### config.mk
export PLATFORM = sky130hd
export DESIGN_NAME = iob_normalizer
export DESIGN_NICKNAME = d
export VERILOG_FILES = /design/src/rtl/iob_normalizer_pkg.sv /design/src/rtl/iob_normalizer_ctls.sv /design/src/rtl/iob_normalizer.sv
export SDC_FILE = /design/constraint.sdc
export NUM_CORES = 1
export LEC_CHECK = 0
export ABC_AREA = 1
export BUFFER_PORTS_ARGS = -buffer_cell sky130_fd_sc_hd__buf_2
export CORE_ASPECT_RATIO = 1.5
export CORE_MARGIN = 3
export CORE_UTILIZATION = 50
export DETAILED_ROUTE_END_ITERATION = 8
export PLACE_DENSITY = 0.74
export REMOVE_ABC_BUFFERS = 1
export SKIP_CTS_REPAIR_TIMING = 1
export SLEW_MARGIN = 20
export SYNTH_ARGS = -nofsm -noshare
export SYNTH_HDL_FRONTEND = slang
export SYNTH_SLANG_ARGS = --single-unit
### constraint.sdc
create_clock -name clk_i -period 6.5 [get_ports clk_i]
set_input_delay 0.325 -clock clk_i [delete_from_list [all_inputs] [get_ports clk_i]]
set_output_delay 0.325 -clock clk_i [all_outputs]
set_load 0.1 [all_outputs]
### src/rtl/iob_normalizer_pkg.sv
// Shared types for the leading-zero normalizer slice.
// Latency: n/a (types and constants only).
// Backpressure: n/a.
package iob_normalizer_pkg;

   // Which end of the word the zero/one counter scans from.
   typedef enum logic {
      CTLS_LEADING  = 1'b0,
      CTLS_TRAILING = 1'b1
   } ctls_mode_e;

   // Symbol counted by the normalizer's counter instance.
   localparam logic CTLS_SYM_ZERO = 1'b0;

endpackage

### src/rtl/iob_normalizer_ctls.sv
// Counts leading or trailing SYMBOL bits of a word; W means every bit matches.
// Latency: combinational.
// Backpressure: none, pure function of data_i.
//   data_i : word to scan
//   cnt_o  : run length of SYMBOL from the selected end, 0..W
module iob_ctls
   import iob_normalizer_pkg::*;
#(
   parameter int         W      = 8,
   parameter ctls_mode_e MODE   = CTLS_LEADING,
   parameter logic       SYMBOL = CTLS_SYM_ZERO,
   localparam int        CW     = $clog2(W) + 1
) (
   input  logic [W-1:0]  data_i,
   output logic [CW-1:0] cnt_o
);

   logic found;

   // Walk from the selected end; the first non-SYMBOL bit fixes the count.
   always_comb begin
      cnt_o = CW'(W);
      found = 1'b0;
      for (int i = 0; i < W; i++) begin
         if (!found) begin
            if (data_i[(MODE == CTLS_LEADING) ? (W - 1 - i) : i] != SYMBOL) begin
               cnt_o = CW'(i);
               found = 1'b1;
            end
         end
      end
   end

endmodule

### src/rtl/iob_normalizer.sv
// Two-stage leading-zero normalizer: shift word left until MSB=1, subtract shift from exponent.
// Latency: 2 edges acceptance->valid_o, 1 beat/cycle, capacity 2 beats.
// Backpressure: ready_o low only when both stages full and ready_i low; cke_i=0 freezes all.
//   clk_i/cke_i/rst_n_i : clock, clock enable, synchronous active-low reset
//   valid_i/ready_o/data_i/exp_i : input beat
//   valid_o/ready_i/data_o/exp_o/shift_o/zero_o/denorm_o : normalized output beat
module iob_normalizer
   import iob_normalizer_pkg::*;
#(
   parameter int  W   = 8,
   parameter int  EW  = 8,
   localparam int LZW = $clog2(W) + 1
) (
   input  logic           clk_i,
   input  logic           cke_i,
   input  logic           rst_n_i,
   input  logic           valid_i,
   output logic           ready_o,
   input  logic [W-1:0]   data_i,
   input  logic [EW-1:0]  exp_i,
   output logic           valid_o,
   input  logic           ready_i,
   output logic [W-1:0]   data_o,
   output logic [EW-1:0]  exp_o,
   output logic [LZW-1:0] shift_o,
   output logic           zero_o,
   output logic           denorm_o
);

   // Exponent and count are compared at a common width so neither truncates.
   localparam int CMPW = (EW > LZW) ? EW : LZW;

   logic           v1_q, v1_d;
   logic           v2_q, v2_d;
   logic [W-1:0]   s1_data_q, s1_data_d;
   logic [EW-1:0]  s1_exp_q, s1_exp_d;
   logic [W-1:0]   s2_data_q, s2_data_d;
   logic [EW-1:0]  s2_exp_q, s2_exp_d;
   logic [LZW-1:0] s2_shift_q, s2_shift_d;
   logic           s2_zero_q, s2_zero_d;
   logic           s2_denorm_q, s2_denorm_d;

   logic           accept, fire2, adv2;
   logic [LZW-1:0] lz, sh;
   logic [CMPW-1:0] lz_ext, exp_ext, sh_ext;
   logic           clamp, is_zero;

   iob_ctls #(
      .W      (W),
      .MODE   (CTLS_LEADING),
      .SYMBOL (CTLS_SYM_ZERO)
   ) u_ctls (
      .data_i (s1_data_q),
      .cnt_o  (lz)
   );

   // Depends only on registered occupancy, ready_i and cke_i; never on valid_i.
   assign ready_o = cke_i & (~v1_q | ~v2_q | ready_i);

   always_comb begin
      accept  = valid_i & ready_o;
      fire2   = cke_i & v1_q & (~v2_q | ready_i);
      adv2    = cke_i & v2_q & ready_i;

      // The shift is capped by the exponent so the exponent never wraps below 0.
      lz_ext  = CMPW'(lz);
      exp_ext = CMPW'(s1_exp_q);
      clamp   = lz_ext > exp_ext;
      sh_ext  = clamp ? exp_ext : lz_ext;
      sh      = LZW'(sh_ext);
      is_zero = (s1_data_q == '0);

      v1_d        = accept | (v1_q & ~fire2);
      v2_d        = fire2 | (v2_q & ~adv2);
      s1_data_d   = s1_data_q;
      s1_exp_d    = s1_exp_q;
      s2_data_d   = s2_data_q;
      s2_exp_d    = s2_exp_q;
      s2_shift_d  = s2_shift_q;
      s2_zero_d   = s2_zero_q;
      s2_denorm_d = s2_denorm_q;

      if (accept) begin
         s1_data_d = data_i;
         s1_exp_d  = exp_i;
      end

      if (fire2) begin
         if (is_zero) begin
            // All-zero word reports the full width as its shift and a zero exponent.
            s2_data_d   = '0;
            s2_exp_d    = '0;
            s2_shift_d  = LZW'(W);
            s2_zero_d   = 1'b1;
            s2_denorm_d = 1'b0;
         end else begin
            s2_data_d   = s1_data_q << sh;
            s2_exp_d    = EW'(exp_ext - sh_ext);
            s2_shift_d  = sh;
            s2_zero_d   = 1'b0;
            s2_denorm_d = clamp;
         end
      end
   end

   always_ff @(posedge clk_i) begin
      if (!rst_n_i) begin
         v1_q        <= 1'b0;
         v2_q        <= 1'b0;
         s1_data_q   <= '0;
         s1_exp_q    <= '0;
         s2_data_q   <= '0;
         s2_exp_q    <= '0;
         s2_shift_q  <= '0;
         s2_zero_q   <= 1'b0;
         s2_denorm_q <= 1'b0;
      end else begin
         v1_q        <= v1_d;
         v2_q        <= v2_d;
         s1_data_q   <= s1_data_d;
         s1_exp_q    <= s1_exp_d;
         s2_data_q   <= s2_data_d;
         s2_exp_q    <= s2_exp_d;
         s2_shift_q  <= s2_shift_d;
         s2_zero_q   <= s2_zero_d;
         s2_denorm_q <= s2_denorm_d;
      end
   end

   assign valid_o  = v2_q;
   assign data_o   = s2_data_q;
   assign exp_o    = s2_exp_q;
   assign shift_o  = s2_shift_q;
   assign zero_o   = s2_zero_q;
   assign denorm_o = s2_denorm_q;

endmodule

# Word-level counts from Yosys, hierarchy flattened
# Index checks and enable logic that the tools add are counted.
[word_totals]
memories = 0
ff_bits = 40
rom_bits = 0
out_inout_bits = 24
word_cells = 64
latch_bits = 0
mem_bits_rw = 0
[classes]
shifts = 1
n_eq_ne = 0
order_cmp = 1
n_addsub = 1
multipliers = 0
n_div = 0
n_bitwise = 17
n_reduce_logical = 1
mux = 34
[ops]
columns = ["op", "count"]
rows = [
  ["$mux W4", 16],
  ["$mux W8", 3],
  ["$mux W1", 15],
  ["$and A1 B1 Y1", 8],
  ["$gt A4 B8 Y1", 1],
  ["$logic_not A8 Y1", 1],
  ["$shl A8 B4 Y8", 1],
  ["$sub A8 B8 Y8", 1],
  ["$or A1 B1 Y1", 5],
  ["$not A1 Y1", 4],
]

# Depth between registers and ports, before layout
[logic_depth]
word_depth = 19
depth_mapped = 27
mapped_depth_nobuf = 27

# Modules after synthesis
# From an unflattened synthesis, not the netlist that was laid out.
[unflattened]
cells_unflattened = 322
area_unflattened_um2 = 2245.9
[by_module_without_submodules]
columns = ["module", "seq_area_each_um2", "n_inst", "area_per_inst_um2", "cells_each"]
rows = [
  ["iob_normalizer", 800.8, 1, 2139.6, 300],
  ["iob_ctls", 0.0, 1, 106.4, 22],
]

# Worst setup path after synthesis
# Ideal clock, no wire load.
[synth_path]
path_kind = "register to register"
start = "register v2_q, in the netlist valid_o"
end = "register s1_exp_q[7], in the netlist exp_ext[7]"
path_stages_with_launch = 6
t_arrival_ns = 3.207
synth_period_minus_slack_ns = 3.335
t_required_ns = 6.372
path_buffers = 1
setup_slack_ns = 3.165
path_cell_list = "dfxtp_1 a31oi_1 nand2_1 clkbuf_1 o21ai_0 a21oi_1"
[synth_via]
elab_chain_cells = 5
[synth_rtl]
columns = ["element", "line_no", "text"]
rows = [
  ["start: declaration", "iob_normalizer.sv:34", "logic v2_q, v2_d;"],
  ["start signal: assignment", "iob_normalizer.sv:119", "v2_q <= v2_d;"],
  ["$not A1 Y1", "iob_normalizer.sv:58", "assign ready_o = cke_i & (~v1_q | ~v2_q | ready_i);"],
  ["$or A1 B1 Y1 (2 in series)", "iob_normalizer.sv:58", ""],
  ["$and A1 B1 Y1", "iob_normalizer.sv:58", ""],
  ["named net ready_o", "iob_normalizer.sv:18", "output logic ready_o,"],
  ["$and A1 B1 Y1", "iob_normalizer.sv:61", "accept = valid_i & ready_o;"],
  ["end signal: assignment", "iob_normalizer.sv:121", "s1_exp_q <= s1_exp_d;"],
  ["end: declaration", "iob_normalizer.sv:36", "logic [EW-1:0] s1_exp_q, s1_exp_d;"],
]
# The timed path passes the listed nets, and every way through them passes these cells.
# A chain may end at the register's enable or synchronous reset.

# Worst setup path in the final report
[layout_path]
start = "register s1_data_q[2]"
end = "register s2_exp_q[6], in the netlist exp_o[6]"
[layout_via]
elab_chain_cells = 10
word_cells_on_any_way = 14
[layout_rtl]
columns = ["element", "line_no", "text"]
rows = [
  ["start: declaration", "iob_normalizer.sv:35", "logic [W-1:0] s1_data_q, s1_data_d;"],
  ["start signal: assignment", "iob_normalizer.sv:120", "s1_data_q <= s1_data_d;"],
  ["$mux W4", "iob_normalizer_ctls.sv:26", "if (data_i[(MODE == CTLS_LEADING) ? (W - 1 - i) : i] != SYMBOL) begin"],
  ["$mux W4", "iob_normalizer_ctls.sv:25", "if (!found) begin"],
  ["$mux W4", "iob_normalizer_ctls.sv:26", ""],
  ["$mux W4", "iob_normalizer_ctls.sv:25", ""],
  ["$mux W4", "iob_normalizer_ctls.sv:26", ""],
  ["$mux W4", "iob_normalizer_ctls.sv:25", ""],
  ["$gt A4 B8 Y1", "iob_normalizer.sv:68", "clamp = lz_ext > exp_ext;"],
  ["$mux W8", "iob_normalizer.sv:69", "sh_ext = clamp ? exp_ext : lz_ext;"],
  ["$sub A8 B8 Y8", "iob_normalizer.sv:98", "s2_exp_d = EW'(exp_ext - sh_ext);"],
  ["$mux W8 *", "iob_normalizer.sv:89", "if (is_zero) begin"],
  ["end signal: assignment", "iob_normalizer.sv:123", "s2_exp_q <= s2_exp_d;"],
  ["end: declaration", "iob_normalizer.sv:38", "logic [EW-1:0] s2_exp_q, s2_exp_d;"],
]
# Every way passes the cells marked *; elsewhere a longest branch is shown, timed or not.

==> results by group <==
Run status
  • Status: complete, no violations

Worst setup path
  • Reg-to-reg slack, setup: 3.03 ns
  • Setup crit end kind: flop
  • Worst EP arrival: 3.69 ns
  • Crit Path Class: reg -> reg
  • WP data required: 6.72 ns
  • Bufs and invs on worst path: 2
  • Worst Path Max Fanout: 11
  • Worst path slowest cell: o21ai_2
  • Worst path cell trace: nor2_1 -> nand3_1 -> nor2_4 -> nor2_1 -> ha_1 -> nand2_1 -> nor2_1 -> nor2_4 -> nand2_4 -> o21ai_2 -> inv_2 -> fa_1 -> inv_1 -> nand2_1 -> a21oi_1 -> nor4_1 -> a21oi_1 -> o21ai_0 -> a21oi_1
  • CP Launch Type: flop
  • Slowest stage delay, CP: about 0.45 ns
  • Cell family with the largest share of critical-path delay: simple AND/OR/NAND/NOR gates

Synth
  • Synth warn: 0
  • Post-synth top area cell: dfxtp_1
  • Synth cell types: 25
  • Synth Area in Simple Gates: 30.6%
  • Yosys top cell area share: between 30% and 40%
  • Compound-Gate Fraction of Synth Area: 18.0%
  • Main area contributors after synthesis: dfxtp_1 (37%), nand2_1 (11%), nand3_1 (9.7%)
  • Mean Syn Cell Area: about 7.0 um^2
  • Flops & latches, synth: 40
  • Largest family of logic cells by synthesized area: simple AND/OR/NAND/NOR gates
  • Sequential area share after synthesis: 36.9%
  • Mux cell area share after synthesis: 0%
  • Post-synthesis cell area: ~2200 um^2
  • Post-Synth Adder-Cell Area: between 6 and 7%
  • Cells after synthesis: between 300 and 400
  • Post-synthesis xor/xnor area fraction: 0%

Placed design
  • Global placer's final weighted congestion: 0.854
  • Placed cells: 391
  • Port Buffer Count: 44
  • Place WS: between 3 and 4 ns
  • Post-DP HPWL: roughly 3.8 mm

GRT
  • First-pass GRT wire length: 8.42 mm
  • Vias in the first global route: 1879
  • Antenna violations before repair: 0
  • Largest net degree at the start of global routing: 33
  • Gr usage total: 21.1%
  • Grt total ovfl: 0

Power and ir drop
  • Logic gate share of total power: 38.4%
  • Psw: 312 uW
  • Clk network pwr share: 26.4%
  • Final Total Pwr: 765 uW
  • Internal power: 454 uW
  • VDD IR max: 0.204 mV
  • Pleak: 0.00122 uW
  • Sw Ratio: 40.7%
  • Seq pwr share: 35.1%
  • Power per standard cell area: a little over 300 nW/um^2

Route
  • WL per Instance: 12.5 um
  • ANT nets after route: 0
  • Total Wirelength: 4.97 mm
  • DR iter-0 viols: 63
  • Pre-Repair DR Iteration Count: 4
  • Routed vias/inst: approximately 5.2
  • DRC: 0
  • Via count: 2086

STA
  • Slew @ Worst Pin: 0.632 ns
  • Min Clock Period, post-route: 3.47 ns
  • Relative max-transition margin: 57.8%
  • Setup TNS: 0 ns
  • Max Clock Skew: a little under 0.006 ns
  • Setup WS post-layout: 3.03 ns
  • Count of final setup violators: 0
  • RSZ-0062 raised after global routing: false
  • Fin crit share: a little over half
  • Final Max Tran Viols: 0
  • Peak Freq: ~0.29 GHz
  • Final hold slack: a little over 0.3 ns
  • Final Hold Fails: 0

Min path
  • HP Class: in -> reg

Clock network
  • Clk sinks: 40
  • Clk slew on worst S/H paths: roughly 0.080 ns
  • Root Buffer Master: clkbuf_8
  • CTS tree: built
  • CTS Buf Count: 5
  • Clock H-tree levels: 2
  • Worst skew pair latency: 0.29 ns
  • Clock Tree Buf Depth: 2

Layout
  • Synth-to-Final Area Change: 16.4%
  • # diodes: 0
  • Non-Filler Instances: 399
  • Final net count: between 300 and 400
  • Layout cell share with drive strength beyond 1: 21.5%

Floorplanning
  • Core region area: roughly 4000 um^2
  • Num ports: 45
  • Die W: between 50 and 60 um
  • Starting Density: between 50 and 60%
  • Row count: 28
  • Die Y: ~87 um
  • Die footprint: 5180 um^2

Run
  • Max_cap viols: 0
==> metal layers <==
| layer | vias to the layer above | routed length [um] | global-route usage [%] |
|---|---|---|---|
| li1 | 1109 | - | - |
| met1 | 924 | 2130 | 24.9 |
| met2 | 45 | 2580 | 37.9 |
| met3 | 8 | 201 | 3.87 |
| met4 | 0 | 62 | 5.24 |
| met5 | - | 0 | 0 |
==> layout by cell type (no fill, tap or decap) <==
cell type,Yosys,routed
o21ai_0,25,25
o21ai_2,3,3
nor2_1,17,17
nand2_1,65,65
nand2_4,3,3
clkbuf_8,0,5
clkinvlp_4,0,1
ha_1,9,9
nand3_2,1,1
dfxtp_1,40,40
nor2_4,3,3
nand3_4,1,1
buf_4,0,2
inv_1,32,32
bufinv_16,0,1
clkinv_2,0,1
buf_2,0,44
o21ai_1,1,1
nor4_1,1,1
a2bb2oi_1,1,1
fa_1,1,1
a22oi_1,1,1
nand3_1,42,42
nand2_2,4,4
or2_2,3,3
inv_2,4,4
a21oi_1,41,41
a31oi_1,2,2
==> kinds of logic (layout without fill, tap and decap cells) <==
kind of cell | Yosys count | after routing
compound gates | 74 | 74
fa+ha+maj | 10 | 10
simple gates | 140 | 140
flops | 40 | 40
buf+inv | 46 | 90
==> sequential cells by signal (all words and copies together) (netlist names) <==
register / count
exp_ext: 8
exp_o: 8
valid_o: 1
v1_q: 1
zero_o: 1
s1_data_q: 8
shift_o: 4
data_o: 8
denorm_o: 1
==> cell type report <==
type | instances | area, um^2
Multi-Input combinational cell | 224 | 1190
Inverter | 36 | 135
Tap cell | 45 | 56.3
Fill cell | 392 | 1540
Clock inverter | 3 | 42.5
Clock buffer | 5 | 68.8
Sequential cell | 40 | 801
Timing Repair Buffer | 46 | 235
==> cells in the mapped netlist <==
master	number
a31oi_1	2
nor4_1	1
nor2_1	17
nand2_2	4
clkbuf_1	8
a21oi_1	41
a22oi_1	1
nor2_4	3
buf_6	1
nand2_1	65
inv_1	32
o21ai_2	3
o21ai_1	1
or2_2	3
a2bb2oi_1	1
nand3_2	1
clkbuf_2	1
o21ai_0	25
dfxtp_1	40
ha_1	9
nand3_4	1
inv_2	4
fa_1	1
nand2_4	3
nand3_1	42
==> power groups by stage <==
stage / clock [uW] / sequential (uW) / combinational, uW
floorplan: 0 / 325 / 184
global placement: 0 / 274 / 290
detailed placement: 0 / 275 / 293
CTS: 206 / 269 / 294
global route: 218 / 271 / 332
finish: 202 / 269 / 294
==> worst min-delay path: cells and delay by family <==
| kind | cells | cell delay (ns) |
|---|---|---|
| AO/OA/AOI/OAI | 2 | 0.17 |
| buffers and inverters | 1 | 0.07 |
==> worst paths after layout <==
kind / startpoint / to / cells after the start
worst min register to register: data_o[2]$_SDFFE_PN0P_ / data_o[2]$_SDFFE_PN0P_ / 2
worst max-delay path: s1_data_q[2]$_SDFFE_PN0P_ / exp_o[6]$_SDFFE_PN0P_ / 19
worst min-delay path: exp_i[0] / exp_ext[0]$_SDFFE_PN0P_ / 3
worst max register to register: s1_data_q[2]$_SDFFE_PN0P_ / exp_o[6]$_SDFFE_PN0P_ / 19
==> stage by stage <==
stage          util [%]  cell area [um^2]
2_1_floorplan         -              2120
3_3_place_gp       59.4              2410
3_5_place_dp       59.4              2410
4_1_cts            62.1              2520
5_1_grt            62.1              2520
6_report           62.1              2520
Power figures use the tool's default switching activity.
